<file path="src/rtl/rv_config.sv">
// Platform memory map shared by the data-side blocks.
//   DATA_BITS  : byte-address width of the data memory
//   DATA_BEGIN : first byte address mapped to data memory (inclusive)
//   DATA_END   : last byte address mapped to data memory (inclusive)
package rv_config;

   localparam int unsigned DATA_BITS  = 13;
   localparam logic [31:0] DATA_BEGIN = 32'h0000_1000;
   localparam logic [31:0] DATA_END   = 32'h0000_1FFF;

endpackage

</file>
<file path="src/rtl/data_bus_pkg.sv">
// Types and helpers for the two-master data bus in front of the data memory.
//   bus_req_t     : one master's request fields, bundled
//   master_id_t   : which master (M0 = CPU, M1 = debug/DMA)
//   MEM_WORD_BITS : width of the memory word address
//   is_data_addr  : byte address falls inside the data memory window
package data_bus_pkg;

   localparam int unsigned MEM_WORD_BITS = rv_config::DATA_BITS - 2;

   typedef enum logic {
      Master0 = 1'b0,
      Master1 = 1'b1
   } master_id_t;

   typedef struct packed {
      logic [31:0] address;
      logic [31:0] write_data;
      logic [3:0]  byte_enable;
      logic        write_enable;
      logic        lock;
   } bus_req_t;

   function automatic logic is_data_addr(input logic [31:0] addr);
      return (addr >= rv_config::DATA_BEGIN) && (addr <= rv_config::DATA_END);
   endfunction

endpackage

</file>
<file path="src/rtl/rr_arbiter2.sv">
// Two-way arbiter with round-robin or fixed priority and bounded lock holding.
//   clock, reset_n : clock, asynchronous active-low reset
//   req[1:0]       : per-master request
//   lock[1:0]      : per-master request to keep the grant next cycle
//   accept         : a transfer completes on this edge
//   grant[1:0]     : one-hot winner (combinational), zero when nobody requests
module rr_arbiter2
   import data_bus_pkg::*;
#(
   parameter bit          FIXED_PRIORITY = 1'b0,
   parameter int unsigned MAX_HOLD       = 4
) (
   input  logic       clock,
   input  logic       reset_n,
   input  logic [1:0] req,
   input  logic [1:0] lock,
   input  logic       accept,
   output logic [1:0] grant
);

   localparam int unsigned HoldBits = $clog2(MAX_HOLD + 1);
   localparam logic [HoldBits-1:0] HoldMax = HoldBits'(MAX_HOLD);

   master_id_t          last_grant_q, last_grant_d;
   logic [HoldBits-1:0] hold_cnt_q, hold_cnt_d;
   // Previous cycle completed a locked transfer (by last_grant_q).
   logic                lock_q, lock_d;
   master_id_t          winner;
   logic                hold_ok;

   always_comb begin
      winner  = Master0;
      // Lock keeps the grant until the hold budget runs out; beyond the budget a lone
      // requester still wins through the normal single-requester path.
      hold_ok = lock_q && req[last_grant_q] && (hold_cnt_q < HoldMax);
      if (hold_ok) begin
         winner = last_grant_q;
      end else if (req[0] && req[1]) begin
         if (FIXED_PRIORITY) begin
            winner = Master0;
         end else begin
            winner = (last_grant_q == Master0) ? Master1 : Master0;
         end
      end else if (req[1]) begin
         winner = Master1;
      end
   end

   assign grant[0] = req[0] && (winner == Master0);
   assign grant[1] = req[1] && (winner == Master1);

   always_comb begin
      last_grant_d = last_grant_q;
      hold_cnt_d   = '0;
      lock_d       = 1'b0;
      if (accept) begin
         last_grant_d = winner;
         lock_d       = lock[winner];
         // Count only consecutive locked transfers by the same master.
         if (lock[winner] && lock_q && (winner == last_grant_q)) begin
            hold_cnt_d = (hold_cnt_q == HoldMax) ? HoldMax : hold_cnt_q + HoldBits'(1);
         end
      end
   end

   always_ff @(posedge clock or negedge reset_n) begin
      if (!reset_n) begin
         last_grant_q <= Master1;
         hold_cnt_q   <= '0;
         lock_q       <= 1'b0;
      end else begin
         last_grant_q <= last_grant_d;
         hold_cnt_q   <= hold_cnt_d;
         lock_q       <= lock_d;
      end
   end

endmodule

</file>
<file path="src/rtl/data_memory_arbiter.sv">
// Shares the single-port synchronous data memory between M0 (CPU) and M1 (debug/DMA).
//   clock, reset_n        : clock, asynchronous active-low reset
//   mN_req/lock           : request valid, keep grant next cycle (burst)
//   mN_address/write_data : byte address, write data
//   mN_byte_enable        : byte lanes
//   mN_write_enable       : 1 = write, 0 = read
//   mN_gnt                : request accepted this cycle (combinational)
//   mN_rvalid/read_data   : read response, one cycle after the accepted read
//   mem_*                 : memory address/strobe/lanes/data, driven from the winner
//   mem_q                 : memory read data, one cycle after the address
module data_memory_arbiter
   import data_bus_pkg::*;
#(
   parameter bit          FIXED_PRIORITY = 1'b0,
   parameter int unsigned MAX_HOLD       = 4
) (
   input  logic                     clock,
   input  logic                     reset_n,
   input  logic                     m0_req,
   input  logic                     m0_lock,
   input  logic [31:0]              m0_address,
   input  logic [31:0]              m0_write_data,
   input  logic [3:0]               m0_byte_enable,
   input  logic                     m0_write_enable,
   output logic                     m0_gnt,
   output logic                     m0_rvalid,
   output logic [31:0]              m0_read_data,
   input  logic                     m1_req,
   input  logic                     m1_lock,
   input  logic [31:0]              m1_address,
   input  logic [31:0]              m1_write_data,
   input  logic [3:0]               m1_byte_enable,
   input  logic                     m1_write_enable,
   output logic                     m1_gnt,
   output logic                     m1_rvalid,
   output logic [31:0]              m1_read_data,
   output logic [MEM_WORD_BITS-1:0] mem_address,
   output logic                     mem_wren,
   output logic [3:0]               mem_byteena,
   output logic [31:0]              mem_data,
   input  logic [31:0]              mem_q
);

   bus_req_t   bus [2];
   logic [1:0] req_gated;
   logic [1:0] grant;
   logic       accept;
   master_id_t win_id;
   logic       win_is_data;

   logic       rd_pending_q;
   master_id_t rd_owner_q;
   logic       rd_oob_q;

   assign bus[0] = '{address: m0_address, write_data: m0_write_data,
                     byte_enable: m0_byte_enable, write_enable: m0_write_enable,
                     lock: m0_lock};
   assign bus[1] = '{address: m1_address, write_data: m1_write_data,
                     byte_enable: m1_byte_enable, write_enable: m1_write_enable,
                     lock: m1_lock};

   // Gating requests with reset keeps grants and the write strobe low while in reset,
   // even though the grant path is purely combinational.
   assign req_gated = {m1_req, m0_req} & {2{reset_n}};

   rr_arbiter2 #(
      .FIXED_PRIORITY (FIXED_PRIORITY),
      .MAX_HOLD       (MAX_HOLD)
   ) u_arb (
      .clock   (clock),
      .reset_n (reset_n),
      .req     (req_gated),
      .lock    ({bus[1].lock, bus[0].lock}),
      .accept  (accept),
      .grant   (grant)
   );

   assign accept = |grant;
   assign m0_gnt = grant[0];
   assign m1_gnt = grant[1];

   // No winner selects M0; its fields are don't-care with mem_wren low.
   assign win_id      = grant[1] ? Master1 : Master0;
   assign win_is_data = is_data_addr(bus[win_id].address);

   assign mem_address = bus[win_id].address[rv_config::DATA_BITS-1:2];
   assign mem_byteena = bus[win_id].byte_enable;
   assign mem_data    = bus[win_id].write_data;
   // Out-of-window writes are still accepted, just never reach the memory.
   assign mem_wren    = accept && bus[win_id].write_enable && win_is_data;

   always_ff @(posedge clock or negedge reset_n) begin
      if (!reset_n) begin
         rd_pending_q <= 1'b0;
         rd_owner_q   <= Master0;
         rd_oob_q     <= 1'b0;
      end else begin
         rd_pending_q <= accept && !bus[win_id].write_enable;
         if (accept && !bus[win_id].write_enable) begin
            rd_owner_q <= win_id;
            rd_oob_q   <= !win_is_data;
         end
      end
   end

   always_comb begin
      m0_rvalid    = rd_pending_q && (rd_owner_q == Master0);
      m1_rvalid    = rd_pending_q && (rd_owner_q == Master1);
      m0_read_data = '0;
      m1_read_data = '0;
      if (m0_rvalid && !rd_oob_q) m0_read_data = mem_q;
      if (m1_rvalid && !rd_oob_q) m1_read_data = mem_q;
   end

endmodule

</file>
<file path="config.mk">
export PLATFORM = sky130hd
export DESIGN_NAME = data_memory_arbiter
export DESIGN_NICKNAME = d
export VERILOG_FILES = /design/src/rtl/rv_config.sv /design/src/rtl/data_bus_pkg.sv /design/src/rtl/rr_arbiter2.sv /design/src/rtl/data_memory_arbiter.sv
export SDC_FILE = /design/constraint.sdc
export NUM_CORES = 1
export LEC_CHECK = 0
export CORE_AREA = 2 2 114 116
export CTS_BUF_LIST = sky130_fd_sc_hd__clkbuf_8
export DETAILED_ROUTE_END_ITERATION = 8
export DIE_AREA = 0 0 116 118
export PLACE_DENSITY = 0.59
export SYNTH_ARGS = -nofsm -noshare
export SYNTH_HDL_FRONTEND = slang
export SYNTH_SLANG_ARGS = --single-unit
</file>
<file path="constraint.sdc">
create_clock -name clock -period 5.1 [get_ports clock]
set_clock_uncertainty 0.05 [all_clocks]
set_input_delay 0.51 -clock clock [delete_from_list [all_inputs] [get_ports clock]]
set_output_delay 0.51 -clock clock [all_outputs]
set_load 0.05 [all_outputs]
</file>
==> results.md, run 1 <==
- Post-DP HPWL: 7970 microns
- Register bit count reported by yosys: 8
- Slew Limit Fails: 0
- Share of layout cells above drive strength 1: 0.0248
- Placed insts: 732
- Placement Rows: 41
- H-Tree Depth: 1
- Max_slew headroom: 0.426
- Post-synth top area share: 0.358
- Growth of design area from synthesis to finish: 198%
- Nets: 743
- Syn nets: 463
- Area share of and/or/nand/nor cells after synthesis: 0.729
- TritonCTS clock tree: built
- Post-Synthesis Cells: 285
- Yosys cell types: 31
- Post-cts hold buffer count: 0
- Register area share after synthesis: 0.128
- Routed WL per cell: 12.5 microns
- RSZ-0062 raised after global routing: no
- Post-route antenna net violation count: 0
- Dominant synthesized flop cell: dfrtp_1
- Final setup violation count: 0
- Fin crit period: 3.76 ns
- Post-CTS Setup Bufs: 0
- Final Power: 0.000686 W
- Post-synth EDFFs: 0
- Clock transition at the registers of the reported paths: 0.04 ns
- Starting utilization of the core area: 0.127
- Ys async rst share: 1.00
- Worst hold margin: 0.436 ns
- Uppermost routed layer: met4
- Largest net degree at the start of global routing: 51
- Die span in y: 118 microns
- Post_cts resized: 0
- Mux cell area share after synthesis: 0.0127
- Routed wl met3: 1040 microns
- Avg Cell Area, Syn: 5.51 sq um
- Bufs on Longest Clock Path: 2
- Crit share post-route: 0.737
- Total negative slack: 0 ns
- DRT Wirelength: 9240 microns
- Area leader, netlist: nand2_1
- Layout fillers: 1342
- Die area: 13700 sq um
- Tot GR Track Use: 0.125
- Die width: 116 microns
- CP endpoint kind: output pin
- Area contributors post-synth: nand2_1 (36%), and2_1 (26%), dfrtp_1 (11%)
- Crit path max fanout: 35
- Startpoint Class: input pin
- CTS Buf Count: 3
- Gpl congestion: 0.847
- Worst Path Required: 4.54 ns
- Core ar.: 12400 sq um
- Worst Tran Pin Value: 0.862 ns
- Final Hold Viols: 0
- Post-route cell area: 4680 sq um
- # diodes: 0
- First-pass GRT wire length: 13900 microns
- Initial DRT Pass Iterations: 4
- Outcome: finished clean
- Lkg Pwr: 1.97 nW
- Syn. warnings: 0
- DR iter-0 viols: 60
- Clock sinks: 8
- Hold Path Class: reg2reg
- Root Buffer: clkbuf_8
- XOR/XNOR Fraction of Synth Area: 0
- Main combinational cell family by area after synthesis: simple AND/OR/NAND/NOR gates
- Via density: 3.85
- Post-Synth Adder-Cell Area: 0.0159
- Gr ovfl total: 0
- Synth Cell Area: 1570 sq um
- Clock Latency Late Sink: 0.23 ns
- Met2 wire length: 4890 microns
- Non-filler cells in the finished layout: 736
- Number of port buffers: 287
- Number of global-route vias before repair: 2785
- Peak Freq: 0.266 GHz
- Placed cell area: 4640 sq um
- Initial antenna violation count: 0
- Peak VDD IR: 0.0724 mV
- Crit path kind: in2out
- Worst Path Arrival: 3.20 ns
- DRC violations left: 0
- I/O pin total: 292
- Max-cap viol count: 0
- Vias: 2837
- Compound-Gate Fraction of Synth Area: 0.0581
- Post-Route M1 WL: 3230 microns
- Power density cells: 146 nW/um^2
-- synth_stat cells, types with 2 or more instances --
| master | count |
|---|---|
| nor2b_1 | 2 |
| ha_1 | 2 |
| clkbuf_1 | 12 |
| nand3_1 | 2 |
| nand2_1 | 150 |
| dfrtp_1 | 7 |
| inv_1 | 5 |
| nor3b_1 | 2 |
| nor2_1 | 4 |
| nor4_1 | 8 |
| nor4b_1 | 2 |
| mux2i_1 | 2 |
| and2_1 | 66 |
| buf_2 | 4 |
-- layout by cell type, fill, tap and decap left out, types with 2 or more instances in the layout --
master           Yosys  routed
nor4_1               8       8
buf_4                0       4
nor2_1               4       4
and2_1              66      66
dfrtp_1              7       7
mux2i_1              2       2
ha_1                 2       2
inv_1                5       6
nand2_1            150     150
clkbuf_8             0       3
clkdlybuf4s50_1      0     287
nor2b_1              2       2
nor4b_1              2       2
nand3_1              2       2
-- critical path: stages --
cell	delay [ns]
clkdlybuf4s50_1	0.45
buf_4	0.18
and2_1	0.20
o211ai_4	0.09
inv_2	0.46
buf_4	0.34
nand2_1	0.08
nand2_1	0.07
clkdlybuf4s50_1	0.81
-- per-stage QoR --
stage | util | setup slack [ns]
floorplan | - | 2.27
global placement | 0.374 | 1.30
detailed placement | 0.374 | 1.30
CTS | 0.377 | 1.29
global route | 0.377 | 1.12
finish | 0.377 | 1.34
-- report_power, final --
part | internal [W] | switching [W] | total (W)
Clock | 0.0000521 | 0.0000253 | 0.0000774
Combinational | 0.000237 | 0.000294 | 0.000531
Sequential | 0.0000708 | 0.00000688 | 0.0000777
-- metal layers --
layer	vias up	global-route usage
li1	1456	-
met1	1207	0.132
met2	166	0.246
met3	8	0.0345
met4	0	0.0179
met5	-	0
-- logic make-up (layout without fill, tap and decap cells) --
family,after synthesis,after routing
AND/OR/NAND/NOR,242,242
AO/OA/AOI/OAI,9,9
flip-flops,8,8
multiplexers,2,2
buffers and inverters,22,301
adder cells (fa/ha/maj),2,2
-- cell type report --
cell class | instances | area, sq um | area share
sequential | 8 | 201 | 0.0430
inverter | 6 | 22.5 | 0.00481
clock inverter | 1 | 3.75 | 0.000801
tap | 172 | 215 | 0.0460
clock buffer | 3 | 41.3 | 0.00882
multi-input combinational | 255 | 1300 | 0.277
timing repair buffer | 291 | 2900 | 0.620
-- path summary, 6_finish.rpt --
path | start | end | slack, ns | cells past startpoint
worst max-delay path | reset_n | mem_data[21] | 1.34 | 9
worst min-delay path | u_arb.hold_cnt_q[0]$_DFF_PN0_ | u_arb.hold_cnt_q[0]$_DFF_PN0_ | 0.44 | 1
worst max register to register | u_arb.hold_cnt_q[2]$_DFF_PN0_ | u_arb.hold_cnt_q[0]$_DFF_PN0_ | 2.96 | 5
worst min register to register | u_arb.hold_cnt_q[0]$_DFF_PN0_ | u_arb.hold_cnt_q[0]$_DFF_PN0_ | 0.44 | 1
max in group asynchronous | reset_n | u_arb.last_grant_q$_DFFE_PN1P_ | 4.25 | 2
min in group asynchronous | reset_n | u_arb.hold_cnt_q[1]$_DFF_PN0_ | 0.52 | 2
-- registers in the layout, indices dropped and copies added, names as in the netlist --
register / flops
u_arb.lock_q: 1
u_arb.last_grant_q: 1
rd_pending_q: 1
rd_oob_q: 1
rd_owner_q: 1
u_arb.hold_cnt_q: 3
(Power assumes the default switching activity.)
==> run 2, diff against run 1 <==
- CORE_AREA: 2 2 114 116 -> 2 2 112 114
- DIE_AREA: 0 0 116 118 -> 0 0 114 116
- PLACE_DENSITY: 0.59 -> 0.63
- clock period: 5.1 -> 3.4 ns (I/O delays scaled with it)
==> results.md, run 2 (synthesis gave the netlist of run 1 again) <==
- Core ar.: 11900 sq um (-4.1%)
- Outcome: finished clean
- Nets: 744 (+0.13%)
- Routed WL per cell: 12.9 microns (+2.8%)
- Starting utilization of the core area: 0.132 (+0.00535)
- Bufs on Longest Clock Path: 2 (unchanged)
- Tot GR Track Use: 0.129 (+0.00341)
- Final setup violation count: 0 (unchanged)
- Met1 usage: 0.121 (-0.0110)
- Crit path kind: in2out
- Post-cts hold buffer count: 0 (unchanged)
- Gpl congestion: 0.808 (-4.6%)
- Final Power: 0.00118 W (+72%)
- Initial DRT Pass Iterations: 4 (unchanged)
- Die span in y: 116 microns (-1.7%)
- Met2 Use GR: 0.261 (+0.0144)
- Crit share post-route: 0.856
- Worst Tran Pin Value: 0.597 ns (-0.265 ns)
- Post-route antenna net violation count: 0 (unchanged)
- # diodes: 0 (unchanged)
- Placed cell area: 5100 sq um (+10%)
- H-Tree Depth: 1 (unchanged)
- Max_slew headroom: 0.600 (+0.175)
- Post-DP HPWL: 8210 microns (+2.9%)
- Growth of design area from synthesis to finish: 228%
- RSZ-0062 raised after global routing: no
- Worst r2r dst: rd_owner_q$_DFFE_PN0P_
- Startpoint Class: input pin
- Final Hold Viols: 0 (unchanged)
- Max reg flops: 3 (unchanged)
- Root Buffer: clkbuf_8
- Slew Limit Fails: 0 (unchanged)
- Crit path max fanout: 20 (-43%)
- Fin crit period: 2.91 ns
- Slowest CP cell: clkdlybuf4s50_1
- Die area: 13200 sq um (-3.4%)
- Lkg Pwr: 2.24 nW (+14%)
- Largest net degree at the start of global routing: 35 (-31%)
- Largest reg by FF count: u_arb.hold_cnt_q
- I/O pin total: 292 (unchanged)
- Met3 usage: 0.0471 (+0.0126)
- DR iter-0 viols: 51 (-15%)
- Initial antenna violation count: 0 (unchanged)
- Gr ovfl total: 0 (unchanged)
- Worst Path Required: 3.01 ns (-1.53 ns)
- Psw: 0.000523 W (+60%)
- Gr busiest metal: met2
- Commonest non-fill, non-tap cell in the layout: clkdlybuf4s50_1
- Post-CTS Setup Bufs: 0 (unchanged)
- Share of layout cells above drive strength 1: 0.115 (+0.0902)
- Critical-path cell list: clkdlybuf4s50_1 > nand2_1 > o211ai_4 > inv_2 > nor2_1 > a32o_1 > buf_4
- Peak Freq: 0.344 GHz
- Power density cells: 229 nW/um^2 (+57%)
- Max-cap viol count: 0 (unchanged)
- Internal power: 0.000657 W (+83%)
- Clock transition at the registers of the reported paths: 0.05 ns (about the same)
- Sw frac: 0.443 (-0.0321)
- Peak VDD IR: 0.130 mV (+79%)
- Layout fillers: 1205 (-10%)
- Post-route cell area: 5150 sq um (+9.9%)
- Hold Path Class: in2async
- Commonest non-fill, non-tap cells in the layout: clkdlybuf4s50_1 (237), nand2_1 (150), and2_1 (66)
- DRT Wirelength: 9180 microns (-0.58%)
- Critical Path Max Stage Delay: 0.59 ns (-0.22 ns)
- Placement Rows: 40 (-2.4%)
- Clock sinks: 8 (unchanged)
- Clock Latency Late Sink: 0.23 ns (about the same)
- Worst Path Arrival: 2.52 ns (-0.68 ns)
- Register share of total power: 0.098 (-0.015)
- CP endpoint kind: output pin
- Clock power share: 0.100 (-0.013)
- R2r worst-path depth: 6 (+1)
- First-pass GRT wire length: 13700 microns (-1.5%)
- Crit Reg-Reg Startpoint: u_arb.last_grant_q$_DFFE_PN1P_
- Reg-to-reg slack, setup: 0.92 ns (-2.04 ns)
- DRC violations left: 0 (unchanged)
- TritonCTS clock tree: built
- Number of global-route vias before repair: 2885 (+3.6%)
- Total negative slack: 0 ns (unchanged)
- Die width: 114 microns (-1.7%)
- Logic pwr share: 0.802 (+0.028)
- Number of port buffers: 287 (unchanged)
- Via density: 4.09 (+6.1%)
- Vias: 2911 (+2.6%)
- Post_cts resized: 0 (unchanged)
- CTS Buf Count: 3 (unchanged)
run 2: changes by cell type in the layout (fill, tap and decap cells not counted):
cell / delta
clkdlybuf4s50_1: -50
buf_12: +49
buf_4: +2
run 2: power groups by stage:
stage	combinational, W	sequential, W	clock [W]
global route	0.000992	0.000117	0.000127
floorplan	0.000414	0.000114	0
finish	0.000947	0.000116	0.000118
CTS	0.000957	0.000116	0.000122
global placement	0.000946	0.000117	0
detailed placement	0.000955	0.000117	0
run 2: cell type report:
cell class | instances | area [sq um] | share of cell area
Multi-Input combinational cell | 255 | 1300 | 0.252
Timing Repair Buffer | 292 | 3400 | 0.660
Sequential cell | 8 | 201 | 0.0391
Clock inverter | 1 | 3.75 | 0.000729
Tap cell | 147 | 184 | 0.0357
Clock buffer | 3 | 41.3 | 0.00802
Inverter | 6 | 22.5 | 0.00438
run 2: how the worst max path moves through the flow:
stage                                         startpoint                     end  slack [ns]
final                                             m0_req                mem_wren        0.49
after global placement                            m0_req                mem_wren        0.52
after detailed placement                          m0_req  rd_owner_q$_DFFE_PN0P_        0.48
after global routing                              m0_req                mem_wren        0.27
after floorplan           u_arb.last_grant_q$_DFFE_PN1P_                mem_wren        0.74
after CTS                                         m0_req                mem_wren        0.46
run 2: critical path: cells and delay by family:
kind / cells / cell delay, ns
AND/OR/NAND/NOR: 2 / 0.37
AO/OA/AOI/OAI: 2 / 0.70
buffers and inverters: 3 / 1.10
run 2: metal layers:
layer,share of wire,wire [microns]
met1,0.33,3050
met2,0.55,5020
met3,0.10,963
met4,0.016,146
met5,0,0
run 2: through the flow:
step           hold slack (ns)   util  std cells  setup WS [ns]
2_1_floorplan         -0.00559      -        285          0.739
3_3_place_gp             0.407  0.428        708          0.515
3_5_place_dp             0.425  0.428        708          0.481
4_1_cts                  0.405  0.432        712          0.463
5_1_grt                  0.416  0.432        712          0.275
6_report                 0.397  0.432        712          0.489
==> run 3, diff against run 2 <==
- RECOVER_POWER: default -> 25
==> results.md, run 3 (synthesis gave the netlist of run 1 again) <==
- Tot GR Track Use: 0.129 (unchanged)
- Clock Latency Late Sink: 0.23 ns (about the same)
- RSZ-0062 raised after global routing: no
- Max-cap viol count: 0 (unchanged)
- Growth of design area from synthesis to finish: 227%
- Starting utilization of the core area: 0.132 (unchanged)
- First-pass GRT wire length: 13700 microns (unchanged)
- Gpl congestion: 0.808 (unchanged)
- Clock sinks: 8 (unchanged)
- Share of layout cells above drive strength 1: 0.112 (-0.00354)
- Final Hold Viols: 0 (unchanged)
- Worst Path Arrival: 2.57 ns (+0.05 ns)
- Commonest non-fill, non-tap cells in the layout: clkdlybuf4s50_1 (215), nand2_1 (150), and2_1 (66)
- Largest net degree at the start of global routing: 35 (unchanged)
- Clock power share: 0.099 (about the same)
- Core ar.: 11900 sq um (unchanged)
- Worst hold margin: 0.432 ns (+0.0343 ns)
- Root Buffer: clkbuf_8
- Worst slack, placed: 0.481 ns (unchanged)
- Setup WS post-layout: 0.437 ns (-0.0521 ns)
- I/O pin total: 292 (unchanged)
- Psw: 0.000521 W (-0.36%)
- Post-DP HPWL: 8210 microns (unchanged)
- H-Tree Depth: 1 (unchanged)
- Startpoint Class: input pin
- Clock transition at the registers of the reported paths: 0.05 ns (about the same)
- Die width: 114 microns (unchanged)
- Nets: 744 (unchanged)
- Slew Limit Fails: 0 (unchanged)
- Placement Rows: 40 (unchanged)
- Peak VDD IR: 0.129 mV (-0.26%)
- CTS Buf Count: 3 (unchanged)
- Peak Freq: 0.338 GHz (-1.8%)
- Crit path max fanout: 20 (unchanged)
- Worst Tran Pin Value: 0.587 ns (-0.00967 ns)
- Number of port buffers: 287 (unchanged)
- Final setup violation count: 0 (unchanged)
- Final Power: 0.00117 W (-0.52%)
- Crit path kind: in2out
- Die area: 13200 sq um (unchanged)
- Internal power: 0.000653 W (-0.65%)
- CP endpoint kind: output pin
- Sw frac: 0.444 (+0.000711)
- Register share of total power: 0.099 (about the same)
- Fin crit period: 2.96 ns (+0.0521 ns)
- Post_cts resized: 0 (unchanged)
- Lkg Pwr: 2.31 nW (+2.9%)
- TritonCTS clock tree: built
- Max reg flops: 3 (unchanged)
- Post-route cell area: 5140 sq um (-0.19%)
- Register area: 201 sq um (unchanged)
- Layout fillers: 1207 (+0.17%)
- Post-cts hold buffer count: 0 (unchanged)
- Slowest CP cell: dlygate4sd3_1
- Vias: 2894 (-0.58%)
- Critical Path Max Stage Delay: 0.66 ns (+0.07 ns)
- Bufs on Longest Clock Path: 2 (unchanged)
- Post-CTS Setup Bufs: 0 (unchanged)
- Routed WL per cell: 12.9 microns (-0.20%)
- Hold Path Class: reg2reg
- Max_slew headroom: 0.607 (+0.00648)
- Via density: 4.06 (-0.58%)
- DRT Wirelength: 9160 microns (-0.20%)
- Initial antenna violation count: 0 (unchanged)
- Placed cell area: 5100 sq um (unchanged)
- Number of global-route vias before repair: 2885 (unchanged)
- DR iter-0 viols: 51 (unchanged)
- Largest reg by FF count: u_arb.hold_cnt_q
- Outcome: finished clean
- Logic pwr share: 0.802 (about the same)
- Gr ovfl total: 0 (unchanged)
- DRC violations left: 0 (unchanged)
- Commonest non-fill, non-tap cell in the layout: clkdlybuf4s50_1
- Die span in y: 116 microns (unchanged)
- Footprint of the multi-input gates: 1290 sq um (-0.48%)
- Power density cells: 229 nW/um^2 (-0.33%)
- # diodes: 0 (unchanged)
- Worst Path Required: 3.01 ns (about the same)
- Post-route antenna net violation count: 0 (unchanged)
- Crit share post-route: 0.871 (+0.0153)
- Critical-path cell list: dlygate4sd3_1 > nand2_1 > o211ai_4 > inv_2 > nor2_1 > a32o_1 > buf_4
- Total negative slack: 0 ns (unchanged)
- Initial DRT Pass Iterations: 4 (unchanged)
run 3: changes by cell type in the layout (fill, tap and decap cells not counted):
cell	before	now
dlygate4sd3_1	0	22
clkbuf_1	0	1
a2111oi_0	0	1
buf_4	6	5
clkdlybuf4s50_1	237	215
a2111oi_2	1	0
run 3: worst paths after layout:
path	startpoint	cells past startpoint	slack, ns	endpoint
worst min-delay path	u_arb.hold_cnt_q[0]$_DFF_PN0_	1	0.43	u_arb.hold_cnt_q[0]$_DFF_PN0_
min in group asynchronous	reset_n	2	0.60	u_arb.hold_cnt_q[2]$_DFF_PN0_
max in group asynchronous	reset_n	2	2.33	u_arb.last_grant_q$_DFFE_PN1P_
worst min register to register	u_arb.hold_cnt_q[0]$_DFF_PN0_	1	0.43	u_arb.hold_cnt_q[0]$_DFF_PN0_
worst max register to register	u_arb.last_grant_q$_DFFE_PN1P_	6	0.92	rd_owner_q$_DFFE_PN0P_
worst max-delay path	m0_req	7	0.44	mem_wren
run 3: layer usage:
layer,track usage,wire length (microns),share of wire
met5,0,0,0
met4,0.0333,127,0.014
met3,0.0471,973,0.11
met2,0.261,5040,0.55
met1,0.121,3020,0.33
run 3: per-stage QoR:
stage / instances / utilization
2_1_floorplan: 285 / -
3_3_place_gp: 708 / 0.428
3_5_place_dp: 708 / 0.428
4_1_cts: 712 / 0.432
5_1_grt: 712 / 0.431
6_report: 712 / 0.431
run 3: cell type report:
type                            count  share of cell area
Clock inverter                      1            0.000731
Sequential cell                     8              0.0392
Tap cell                          147              0.0358
Multi-Input combinational cell    255               0.251
Clock buffer                        3             0.00804
Inverter                            6             0.00438
Timing Repair Buffer              292               0.661
run 3: critical path, delay by kind of cell:
kind	cells	cell delay, ns
AO/OA/AOI/OAI	2	0.69
AND/OR/NAND/NOR	2	0.36
buffers and inverters	3	1.17
run 3: power by group through the flow:
stage                     Clock, W  Sequential, W  Combinational, W
after floorplan                  0       0.000114          0.000414
after global placement           0       0.000117          0.000946
after detailed placement         0       0.000117          0.000955
after CTS                 0.000122       0.000116          0.000957
after global routing      0.000127       0.000117          0.000987
final                     0.000117       0.000116          0.000942
